<file path="src/rtl/ps2_pkg.sv">
// Shared types and constants for the PS/2 keyboard receiver: deframer states,
// prefix codes, xkey bit positions and the 10-bit key FIFO entry.
package ps2_pkg;

  typedef enum logic [1:0] {
    IDLE   = 2'd0,
    DATA   = 2'd1,
    PARITY = 2'd2,
    STOP   = 2'd3
  } ps2_state_t;

  localparam logic [7:0] PS2_EXT = 8'hE0;
  localparam logic [7:0] PS2_BRK = 8'hF0;

  localparam int XKEY_VALID = 15;
  localparam int XKEY_OVF   = 14;
  localparam int XKEY_ERR   = 13;
  localparam int XKEY_EXT   = 9;
  localparam int XKEY_BRK   = 8;
  localparam int KEY_W      = 10;

  typedef struct packed {
    logic       ext;
    logic       brk;
    logic [7:0] code;
  } key_entry_t;

  // PS/2 uses odd parity over the data byte plus the parity bit.
  function automatic logic odd_parity_ok(input logic [7:0] data, input logic parity);
    return ^{data, parity};
  endfunction

endpackage

</file>
<file path="src/rtl/ps2_fifo.sv">
// Synchronous key FIFO; an extra pointer bit separates full from empty and the
// head reads as zero while empty.
module ps2_fifo #(
  parameter int DEPTH = 8,
  parameter int WIDTH = 10
) (
  input  logic             clk,
  input  logic             rst,
  input  logic             push,
  input  logic             pop,
  input  logic [WIDTH-1:0] din,
  output logic [WIDTH-1:0] dout,
  output logic             full,
  output logic             empty
);

  localparam int AW = $clog2(DEPTH);

  logic [AW:0]      wr_ptr_r;
  logic [AW:0]      rd_ptr_r;
  logic [WIDTH-1:0] mem_r [DEPTH];
  logic             do_push_s;
  logic             do_pop_s;

  assign empty     = (wr_ptr_r == rd_ptr_r);
  assign full      = (wr_ptr_r[AW] != rd_ptr_r[AW]) && (wr_ptr_r[AW-1:0] == rd_ptr_r[AW-1:0]);
  assign do_pop_s  = pop & ~empty;
  // A full FIFO still accepts a push when the same cycle pops the head.
  assign do_push_s = push & (~full | pop);
  assign dout      = empty ? {WIDTH{1'b0}} : mem_r[rd_ptr_r[AW-1:0]];

  // Storage and pointer update.
  always_ff @(posedge clk or posedge rst) begin
    if (rst) begin
      wr_ptr_r <= {(AW+1){1'b0}};
      rd_ptr_r <= {(AW+1){1'b0}};
      for (int i = 0; i < DEPTH; i++) mem_r[i] <= {WIDTH{1'b0}};
    end else begin
      if (do_push_s) begin
        mem_r[wr_ptr_r[AW-1:0]] <= din;
        wr_ptr_r                <= wr_ptr_r + {{AW{1'b0}}, 1'b1};
      end
      if (do_pop_s) rd_ptr_r <= rd_ptr_r + {{AW{1'b0}}, 1'b1};
    end
  end

endmodule

</file>
<file path="src/rtl/ps2_keyboard.sv">
// PS/2 keyboard receiver producing the 16-bit xkey word for bus region 0xD.
// Define PS2_TIMEOUT_EN to resynchronise frames that stall mid-way.
module ps2_keyboard
  import ps2_pkg::*;
#(
  parameter int FIFO_DEPTH  = 8,
  parameter int FILT_LEN    = 4,
  parameter int TIMEOUT_CYC = 50000
) (
  input  logic        clk,
  input  logic        rst,
  input  logic        ps2_clk,
  input  logic        ps2_data,
  input  logic        rd_ack,
  output logic [15:0] xkey,
  output logic        key_ready
);

  localparam int FW = $clog2(FILT_LEN) + 1;

  logic          ps2_clk_meta_r, ps2_clk_sync_r;
  logic          ps2_data_meta_r, ps2_data_sync_r;
  logic          clk_filt_r, clk_filt_d_r;
  logic [FW-1:0] filt_cnt_r;
  logic          fall_s;

  ps2_state_t    state_r;
  logic [2:0]    bit_cnt_r;
  logic [7:0]    shift_r;
  logic          parity_r;
  logic          byte_done_r;
  logic          frame_err_r;

  logic          ext_r, brk_r, ovf_r, err_r;
  logic          push_s, full_s, empty_s;
  key_entry_t    entry_s;
  key_entry_t    head_s;

  // Two-stage synchronisers and the ps2_clk glitch filter.
  always_ff @(posedge clk or posedge rst) begin
    if (rst) begin
      ps2_clk_meta_r  <= 1'b0;
      ps2_clk_sync_r  <= 1'b0;
      ps2_data_meta_r <= 1'b0;
      ps2_data_sync_r <= 1'b0;
      clk_filt_r      <= 1'b0;
      clk_filt_d_r    <= 1'b0;
      filt_cnt_r      <= FW'(0);
    end else begin
      ps2_clk_meta_r  <= ps2_clk;
      ps2_clk_sync_r  <= ps2_clk_meta_r;
      ps2_data_meta_r <= ps2_data;
      ps2_data_sync_r <= ps2_data_meta_r;
      clk_filt_d_r    <= clk_filt_r;
      if (ps2_clk_sync_r == clk_filt_r) begin
        filt_cnt_r <= FW'(0);
      end else if (filt_cnt_r == FW'(FILT_LEN - 1)) begin
        clk_filt_r <= ps2_clk_sync_r;
        filt_cnt_r <= FW'(0);
      end else begin
        filt_cnt_r <= filt_cnt_r + FW'(1);
      end
    end
  end

  assign fall_s = clk_filt_d_r & ~clk_filt_r;

`ifdef PS2_TIMEOUT_EN
  localparam int TO_W = $clog2(TIMEOUT_CYC + 1);
  logic [TO_W-1:0] to_cnt_r;
`endif

  // Deframer: start, eight data bits LSB-first, odd parity, stop.
  always_ff @(posedge clk or posedge rst) begin
    if (rst) begin
      state_r     <= IDLE;
      bit_cnt_r   <= 3'd0;
      shift_r     <= 8'h00;
      parity_r    <= 1'b0;
      byte_done_r <= 1'b0;
      frame_err_r <= 1'b0;
`ifdef PS2_TIMEOUT_EN
      to_cnt_r    <= TO_W'(0);
`endif
    end else begin
      byte_done_r <= 1'b0;
      frame_err_r <= 1'b0;
      if (fall_s) begin
        case (state_r)
          IDLE: begin
            if (!ps2_data_sync_r) begin
              state_r   <= DATA;
              bit_cnt_r <= 3'd0;
            end else begin
              state_r <= IDLE;
            end
          end
          DATA: begin
            shift_r <= {ps2_data_sync_r, shift_r[7:1]};
            if (bit_cnt_r == 3'd7) state_r <= PARITY;
            else bit_cnt_r <= bit_cnt_r + 3'd1;
          end
          PARITY: begin
            parity_r <= ps2_data_sync_r;
            state_r  <= STOP;
          end
          STOP: begin
            if (ps2_data_sync_r && odd_parity_ok(shift_r, parity_r)) byte_done_r <= 1'b1;
            else frame_err_r <= 1'b1;
            state_r <= IDLE;
          end
          default: state_r <= IDLE;
        endcase
      end
`ifdef PS2_TIMEOUT_EN
      if (state_r == IDLE || fall_s) begin
        to_cnt_r <= TO_W'(0);
      end else if (to_cnt_r == TO_W'(TIMEOUT_CYC - 1)) begin
        to_cnt_r    <= TO_W'(0);
        state_r     <= IDLE;
        frame_err_r <= 1'b1;
      end else begin
        to_cnt_r <= to_cnt_r + TO_W'(1);
      end
`endif
    end
  end

  assign push_s  = byte_done_r && (shift_r != PS2_EXT) && (shift_r != PS2_BRK);
  assign entry_s = '{ext: ext_r, brk: brk_r, code: shift_r};

  // Prefix flags and the sticky status bits; a new event wins over a clearing read.
  always_ff @(posedge clk or posedge rst) begin
    if (rst) begin
      ext_r <= 1'b0;
      brk_r <= 1'b0;
      ovf_r <= 1'b0;
      err_r <= 1'b0;
    end else begin
      if (frame_err_r) begin
        ext_r <= 1'b0;
        brk_r <= 1'b0;
      end else if (byte_done_r) begin
        if (shift_r == PS2_EXT) begin
          ext_r <= 1'b1;
        end else if (shift_r == PS2_BRK) begin
          brk_r <= 1'b1;
        end else begin
          ext_r <= 1'b0;
          brk_r <= 1'b0;
        end
      end
      if (frame_err_r) err_r <= 1'b1;
      else if (rd_ack) err_r <= 1'b0;
      if (push_s && full_s && !rd_ack) ovf_r <= 1'b1;
      else if (rd_ack) ovf_r <= 1'b0;
    end
  end

  ps2_fifo #(
    .DEPTH (FIFO_DEPTH),
    .WIDTH (KEY_W)
  ) u_fifo (
    .clk   (clk),
    .rst   (rst),
    .push  (push_s),
    .pop   (rd_ack),
    .din   (entry_s),
    .dout  (head_s),
    .full  (full_s),
    .empty (empty_s)
  );

  assign xkey      = {~empty_s, ovf_r, err_r, 3'b000, head_s};
  assign key_ready = ~empty_s;

endmodule
</file>
<file path="config.mk">
export PLATFORM = sky130hd
export DESIGN_NAME = ps2_keyboard
export DESIGN_NICKNAME = d
export VERILOG_FILES = /design/src/rtl/ps2_pkg.sv /design/src/rtl/ps2_fifo.sv /design/src/rtl/ps2_keyboard.sv
export SDC_FILE = /design/constraint.sdc
export NUM_CORES = 1
export LEC_CHECK = 0
export ABC_AREA = 1
export CORE_MARGIN = 3
export CORE_UTILIZATION = 31
export DETAILED_ROUTE_END_ITERATION = 10
export DONT_BUFFER_PORTS = 1
export PLACE_DENSITY = 0.43
export RECOVER_POWER = 100
export SLEW_MARGIN = 0
export SYNTH_ARGS = -nofsm -noshare
export SYNTH_HDL_FRONTEND = slang
export SYNTH_SLANG_ARGS = --single-unit
</file>
<file path="constraint.sdc">
create_clock -name clk -period 4.84 [get_ports clk]
set_input_delay 0.968 -clock clk [delete_from_list [all_inputs] [get_ports clk]]
set_output_delay 0.968 -clock clk [all_outputs]
set_load 0.02 [all_outputs]
</file>
==> results of run 1 <==
## state kept, by name, summed over array words and instances (netlist names), 2 cells and up
name             flops
bit_cnt_r            3
filt_cnt_r           3
shift_r              8
state_r              2
u_fifo.mem_r        80
u_fifo.rd_ptr_r      4
u_fifo.wr_ptr_r      4
## synth_stat cells, drive strengths merged, types with 6 or more instances
master    n
clkbuf   27
xnor2     7
o32ai    10
o21ai    66
nor2    102
dfrtp   117
buf      35
nand2   228
nand4    81
inv      29
nand3    19
xor2      6
ha        9
## metal layers
metal  part of all wire, %  wire [µm]
met2                    46       8000
met1                    48       8310
met4                   1.2        205
met3                   5.1        887
met5                     0          0
## per-stage QoR
| stage | area, µm² | power, mW | setup slack [ns] | hold slack, ns | util [%] |
|---|---|---|---|---|---|
| 6_report | 6610 | 3.65 | 0.891 | 0.352 | 35.0 |
| 5_1_grt | 6610 | 3.91 | 0.451 | 0.359 | 35.0 |
| 4_1_cts | 6640 | 3.70 | 1.14 | 0.356 | 35.2 |
| 3_5_place_dp | 6130 | 2.57 | 1.58 | 0.344 | 32.4 |
| 3_3_place_gp | 6130 | 2.56 | 1.62 | 0.337 | 32.4 |
| 2_1_floorplan | 6030 | 2.24 | 0.771 | 0.331 | - |
## where the power goes
part / total, mW / internal (mW) / switching, mW
clock: 1.11 / 0.692 / 0.423
combinational: 1.22 / 0.345 / 0.874
sequential: 1.31 / 1.07 / 0.242
## area by class of cell
cell class	instances	area share, %
tap	260	4.92
clock buffer	23	7.38
clock inverter	5	0.416
timing repair buffer	7	0.663
inverter	29	1.67
sequential	117	44.3
multi-input combinational	542	40.7
## cell families (layout without fill, tap and decap cells)
logic type      Yosys count  in the layout
compound gates           83             83
xor+xnor                 13             13
fa+ha+maj                 9              9
buf+inv                  91             64
flops                   117            117
other cells               1              3
simple gates            434            434
## worst max-delay path by stage
stage                                    from  slack (ns)  cells past startpoint                              to
2_1_floorplan                             rst        0.77                      1        bit_cnt_r[0]$_DFFE_PP0P_
3_3_place_gp   u_fifo.rd_ptr_r[0]$_DFFE_PP0P_        1.62                      6                         xkey[3]
3_5_place_dp   u_fifo.rd_ptr_r[0]$_DFFE_PP0P_        1.58                      6                         xkey[2]
4_1_cts        u_fifo.rd_ptr_r[0]$_DFFE_PP0P_        1.14                      6                         xkey[2]
5_1_grt                                   rst        0.45                      2    u_fifo.mem_r[42]$_DFFE_PP0P_
6_report               shift_r[3]$_DFFE_PP0P_        0.89                      7  u_fifo.wr_ptr_r[0]$_DFFE_PP0P_
==> results.yml, run 1 <==
die:
  io_pins: 22
  core-area_um2: 18900
  core.rowCount: 50
  die_area_um2: 21100
  dieWidth_um: 145
  die_h_um: 145
  floorplan.initialDensity_pct: 31.9
critical_path:
  cp_top_family: "buffers and inverters"
  cp-start-kind: "flop"
  critPathSlowestCell: "clkbuf_2"
  end_kind: "flop"
  crit_path_max_incr_delay_ns: 1.58
  cp_data_required_time_ns: 5.10
  r2r_end: "u_fifo.wr_ptr_r[0]$_DFFE_PP0P_"
  worstRegToRegCells: 7
  critical_path_class: "flop to flop"
  crit_fanout: 92
  worst-r2r-setup-slack_ns: 0.89
  path_buf_inv: 2
  reg2reg_from: "shift_r[3]$_DFFE_PP0P_"
  cp.arrival_ns: 4.21
  crit_chain: "inv_1, nand3_1, o21ai_0, nor2_4, clkbuf_2, nand2_1, xor2_1"
timing:
  worstMarginPinSlew_ns: 2.25
  final.setup.tns_ns: 0
  slew_headroom_pct: -49.9
  fmax_mhz: 253
  skew_ns: 0.00681
  rsz0062_at_grt: "no"
  drv_slew: 174
  setup_viol: 0
  period_needed_ns: 3.95
  finalCritPeriodShare_pct: 81.6
  finalHoldViolations: 0
synth:
  synth_compound_area_share_pct: 7.77
  synth_top_area_share_pct: 48.6
  synth-xor-area-share_pct: 1.89
  synth_top_family_by_area: "simple AND/OR/NAND/NOR gates"
  synthFlopType: "dfrtp_1"
  synth_cells: 748
  yosysUniqueCellTypes: 30
  synth.ff_latch_count: 117
  yosysSeqAreaShare_pct: 48.6
  yosys-top-cells-area: "dfrtp_1 (49%), nand2_1 (14%), nand4_1 (8.4%)"
  yosysWarnings: 0
  synth_edf_count: 0
  synthSimpleGateAreaFrac_pct: 33.0
  syn_area_per_cell_um2: 8.05
  synth_fa_ha_area_share_pct: 1.87
  synth_top_area_cell: "dfrtp_1"
  synth_mux_area_share_pct: 0
  async_reset_ff_share_pct: 100
  syn_area_um2: 6020
global_routing:
  use_met3_pct: 4.20
  grt_pass1_vias: 4832
  gr-max-usage-layer: "met2"
  overflow: 0
  met1_usage_pct: 24.3
  antenna_found_initial: 0
  grt_use_total_pct: 16.8
  use_met2_pct: 25.5
  grt_pass1_wl_um: 28000
  grt_max_degree: 93
run_status:
  failed_checks: "max-capacitance violations, max-slew violations"
  status: "complete, but fails checks"
clocking:
  cts_resized: 0
  clockBufferDepth: 2
  cts.sinks: 117
  cts_tree: "yes"
  htree_num_levels: 4
  cts_hold_buf: 0
  cts_made_buffers: 17
  clk_pin_slew_worst_paths_ns: 0.05
  clock_latency_ns: 0.41
  root_buffer: "clkbuf_16"
  cts_setup_buffers: 0
layout:
  fill_cells: 1998
  drive_above_1_share_pct: 6.36
  fin_cells: 983
  fin_nets: 728
  layout_commonest_cell: "nand2_1"
  areaGrowthSynthToFinish_pct: 9.79
  most-common-layout-cells: "nand2_1 (227), dfrtp_1 (117), nor2_1 (101)"
  multi_input_area_um2: 2690
  diodes: 0
  regArea_um2: 2930
place:
  dp_hpwl_um: 11000
  place_inst: 955
  port-buffer-count: 0
  gp_congestion: 0.804
route:
  ant_nets: 0
  vias: 4961
  vias_per_cell: 5.05
  dr.pass1.iters: 5
  drtIter0Drc: 437
  finalWirelength_um: 17400
  drc_errors: 0
  routedWlPerCell_um: 17.7
run:
  drv_cap: 3
pwr:
  p_per_area_nw_per_um2: 552
  leakagePower_nw: 3.28
  ir_drop_uv: 237
min_path:
  holdPathStages: 0
  hold_path_startpoint: "ps2_clk_meta_r$_DFF_PP0_"
  worstHoldPathType: "flop to flop"
  min_to: "ps2_clk_sync_r$_DFF_PP0_"
No activity file was read; power rests on OpenSTA's default activity.
==> run 2, diff against run 1 <==
--- a/config.mk
+++ b/config.mk
@@ -10,7 +10,7 @@
 export CORE_UTILIZATION = 31
 export DETAILED_ROUTE_END_ITERATION = 10
 export DONT_BUFFER_PORTS = 1
-export PLACE_DENSITY = 0.43
+export PLACE_DENSITY = 0.44
 export RECOVER_POWER = 100
 export SLEW_MARGIN = 0
 export SYNTH_ARGS = -nofsm -noshare
==> constraint.sdc (replaced) <==
create_clock -name clk -period 3.36 [get_ports clk]
set_input_delay 0.672 -clock clk [delete_from_list [all_inputs] [get_ports clk]]
set_output_delay 0.672 -clock clk [all_outputs]
set_load 0.02 [all_outputs]
==> run 2 against run 1 <==
- the flow still finishes with violations (max-capacitance violations, max-slew violations)
- worst setup slack got worse by 0.57 ns
- utilization rose by 0.69 points
- wire length grew 2.0%
- register-to-register slack got worse by 0.16 ns
- count of clock-buffer cells in the layout fell by 3
- die area did not move
- clock power increased by 62%
- critical path type is now flop to output port
- largest cell class unchanged
- largest power group is now combinational cells
==> results.yml, run 2 (synthesized netlist as in run 1, its figures left out) <==
run_status:
  status: "complete, but fails checks"
  failed_checks: "max-capacitance violations, max-slew violations"
timing:
  worstMarginPinSlew_ns: 1.91
  period_needed_ns: 3.03
  fmax_mhz: 330
  rsz0062_at_grt: "no"
  setup_viol: 0
  slew_headroom_pct: -27.5
  skew_ns: 0.00974
  hold_ws_ns: 0.172
  final.setup.tns_ns: 0
  finalHoldViolations: 0
  drv_slew: 106
  finalCritPeriodShare_pct: 90.3
route:
  drc_errors: 0
  wl_met2_um: 7990
  wl_met1_um: 8570
  routedWlPerCell_um: 17.6
  highest_layer: "met4"
  drtIter0Drc: 391
  ant_nets: 0
  dr.pass1.iters: 5
  vias_per_cell: 5.05
  finalWirelength_um: 17800
  wl_met3_um: 853
  vias: 5087
min_path:
  worstHoldPathType: "primary input to asynchronous set/reset pin"
die:
  core.rowCount: 50
  die_area_um2: 21100
  floorplan.initialDensity_pct: 31.9
  io_pins: 22
  core-area_um2: 18900
  dieWidth_um: 145
  die_h_um: 145
critical_path:
  startpoint: "u_fifo.rd_ptr_r[1]$_DFFE_PP0P_"
  end_kind: "output port"
  cp-start-kind: "flop"
  cp_data_required_time_ns: 2.69
  cp.arrival_ns: 2.36
  critical_path_class: "flop to output port"
  crit_fanout: 14
  reg2reg_from: "shift_r[7]$_DFFE_PP0P_"
place:
  dp_hpwl_um: 11900
  port-buffer-count: 0
  gp_congestion: 0.855
global_routing:
  grt_pass1_wl_um: 28500
  grt_pass1_vias: 4985
  grt_max_degree: 74
  grt_use_total_pct: 17.2
  antenna_found_initial: 0
  overflow: 0
clocking:
  cts.sinks: 117
  htree_num_levels: 4
  root_buffer: "clkbuf_16"
  clk_pin_slew_worst_paths_ns: 0.06
  cts_resized: 0
  clockBufferDepth: 2
  cts_tree: "yes"
  cts_setup_buffers: 0
  clock_latency_ns: 0.42
  cts_hold_buf: 0
  cts_made_buffers: 17
pwr:
  ir_drop_uv: 401
  leakagePower_nw: 3.41
  p_per_area_nw_per_um2: 818
layout:
  layout_commonest_cell: "nand2_1"
  areaGrowthSynthToFinish_pct: 11.9
  regArea_um2: 2930
  largest_reg_flops: 80
  top_regs: "u_fifo.mem_r x80, shift_r x8"
  multi_input_area_um2: 2570
  most-common-layout-cells: "nand2_1 (227), dfrtp_1 (117), nor2_1 (102)"
  fin_nets: 749
  post-route-util_pct: 35.7
  diodes: 0
  drive_above_1_share_pct: 7.89
  fill_cells: 2002
  regMostFlops: "u_fifo.mem_r"
run:
  drv_cap: 2
==> run 2: cell types whose count changed in the layout (fill, tap and decap cells not counted), sizes merged <==
cell and delta:
inv +1, bufinv +2, clkinv +1, clkinvlp +3
clkbuf -1, buf +19
==> run 2: report_power, final <==
group / internal [mW] / switching, mW
clock: 1.13 / 0.674
sequential: 1.54 / 0.253
combinational: 0.567 / 1.35
==> run 2: area by class of cell <==
| class | instances | area share (%) |
|---|---|---|
| repair buffers | 28 | 3.23 |
| clock buffers | 20 | 6.78 |
| well taps | 260 | 4.83 |
| multi-input cells | 542 | 38.2 |
| clock inverters | 12 | 1.89 |
| inverters | 29 | 1.63 |
| flip-flops and latches | 117 | 43.4 |
==> run 2: critical path, stage by stage, from the launching register on <==
cell and delay [ns]:
dfrtp_1 0.66, xnor2_1 0.17, nand2_1 0.08, nor2_1 0.28
nand2_1 0.36, o21ai_0 0.21, nor2_1 0.17
==> run 2: through the flow <==
step                      setup slack, ns  instances  instance area, µm²  power, mW
after floorplan                      1.18        750                6030       3.23
after global placement              0.845        976                6310       3.76
after detailed placement            0.789        976                6310       3.79
after CTS                           0.337       1008                6900       5.61
after global routing                0.203       1008                6740       5.86
final                               0.326       1008                6740       5.51
==> run 2: final timing paths <==
path,endpoint,slack [ns],cells after the start
max in group asynchronous,u_fifo.mem_r[13]$_DFFE_PP0P_,0.94,2
worst max register to register,u_fifo.mem_r[0]$_DFFE_PP0P_,0.73,7
worst min register to register,ps2_data_sync_r$_DFF_PP0_,0.35,0
worst max-delay path,xkey[5],0.33,6
min in group clk,ps2_clk_meta_r$_DFF_PP0_,0.27,0
worst min-delay path,ps2_clk_sync_r$_DFF_PP0_,0.17,1
==> run 2: metal layers <==
layer / GRT usage [%] / vias to the layer above
li1: - / 2465
met5: 0 / -
met1: 24.3 / 2460
met2: 26.4 / 138
met4: 5.75 / 0
met3: 3.67 / 24
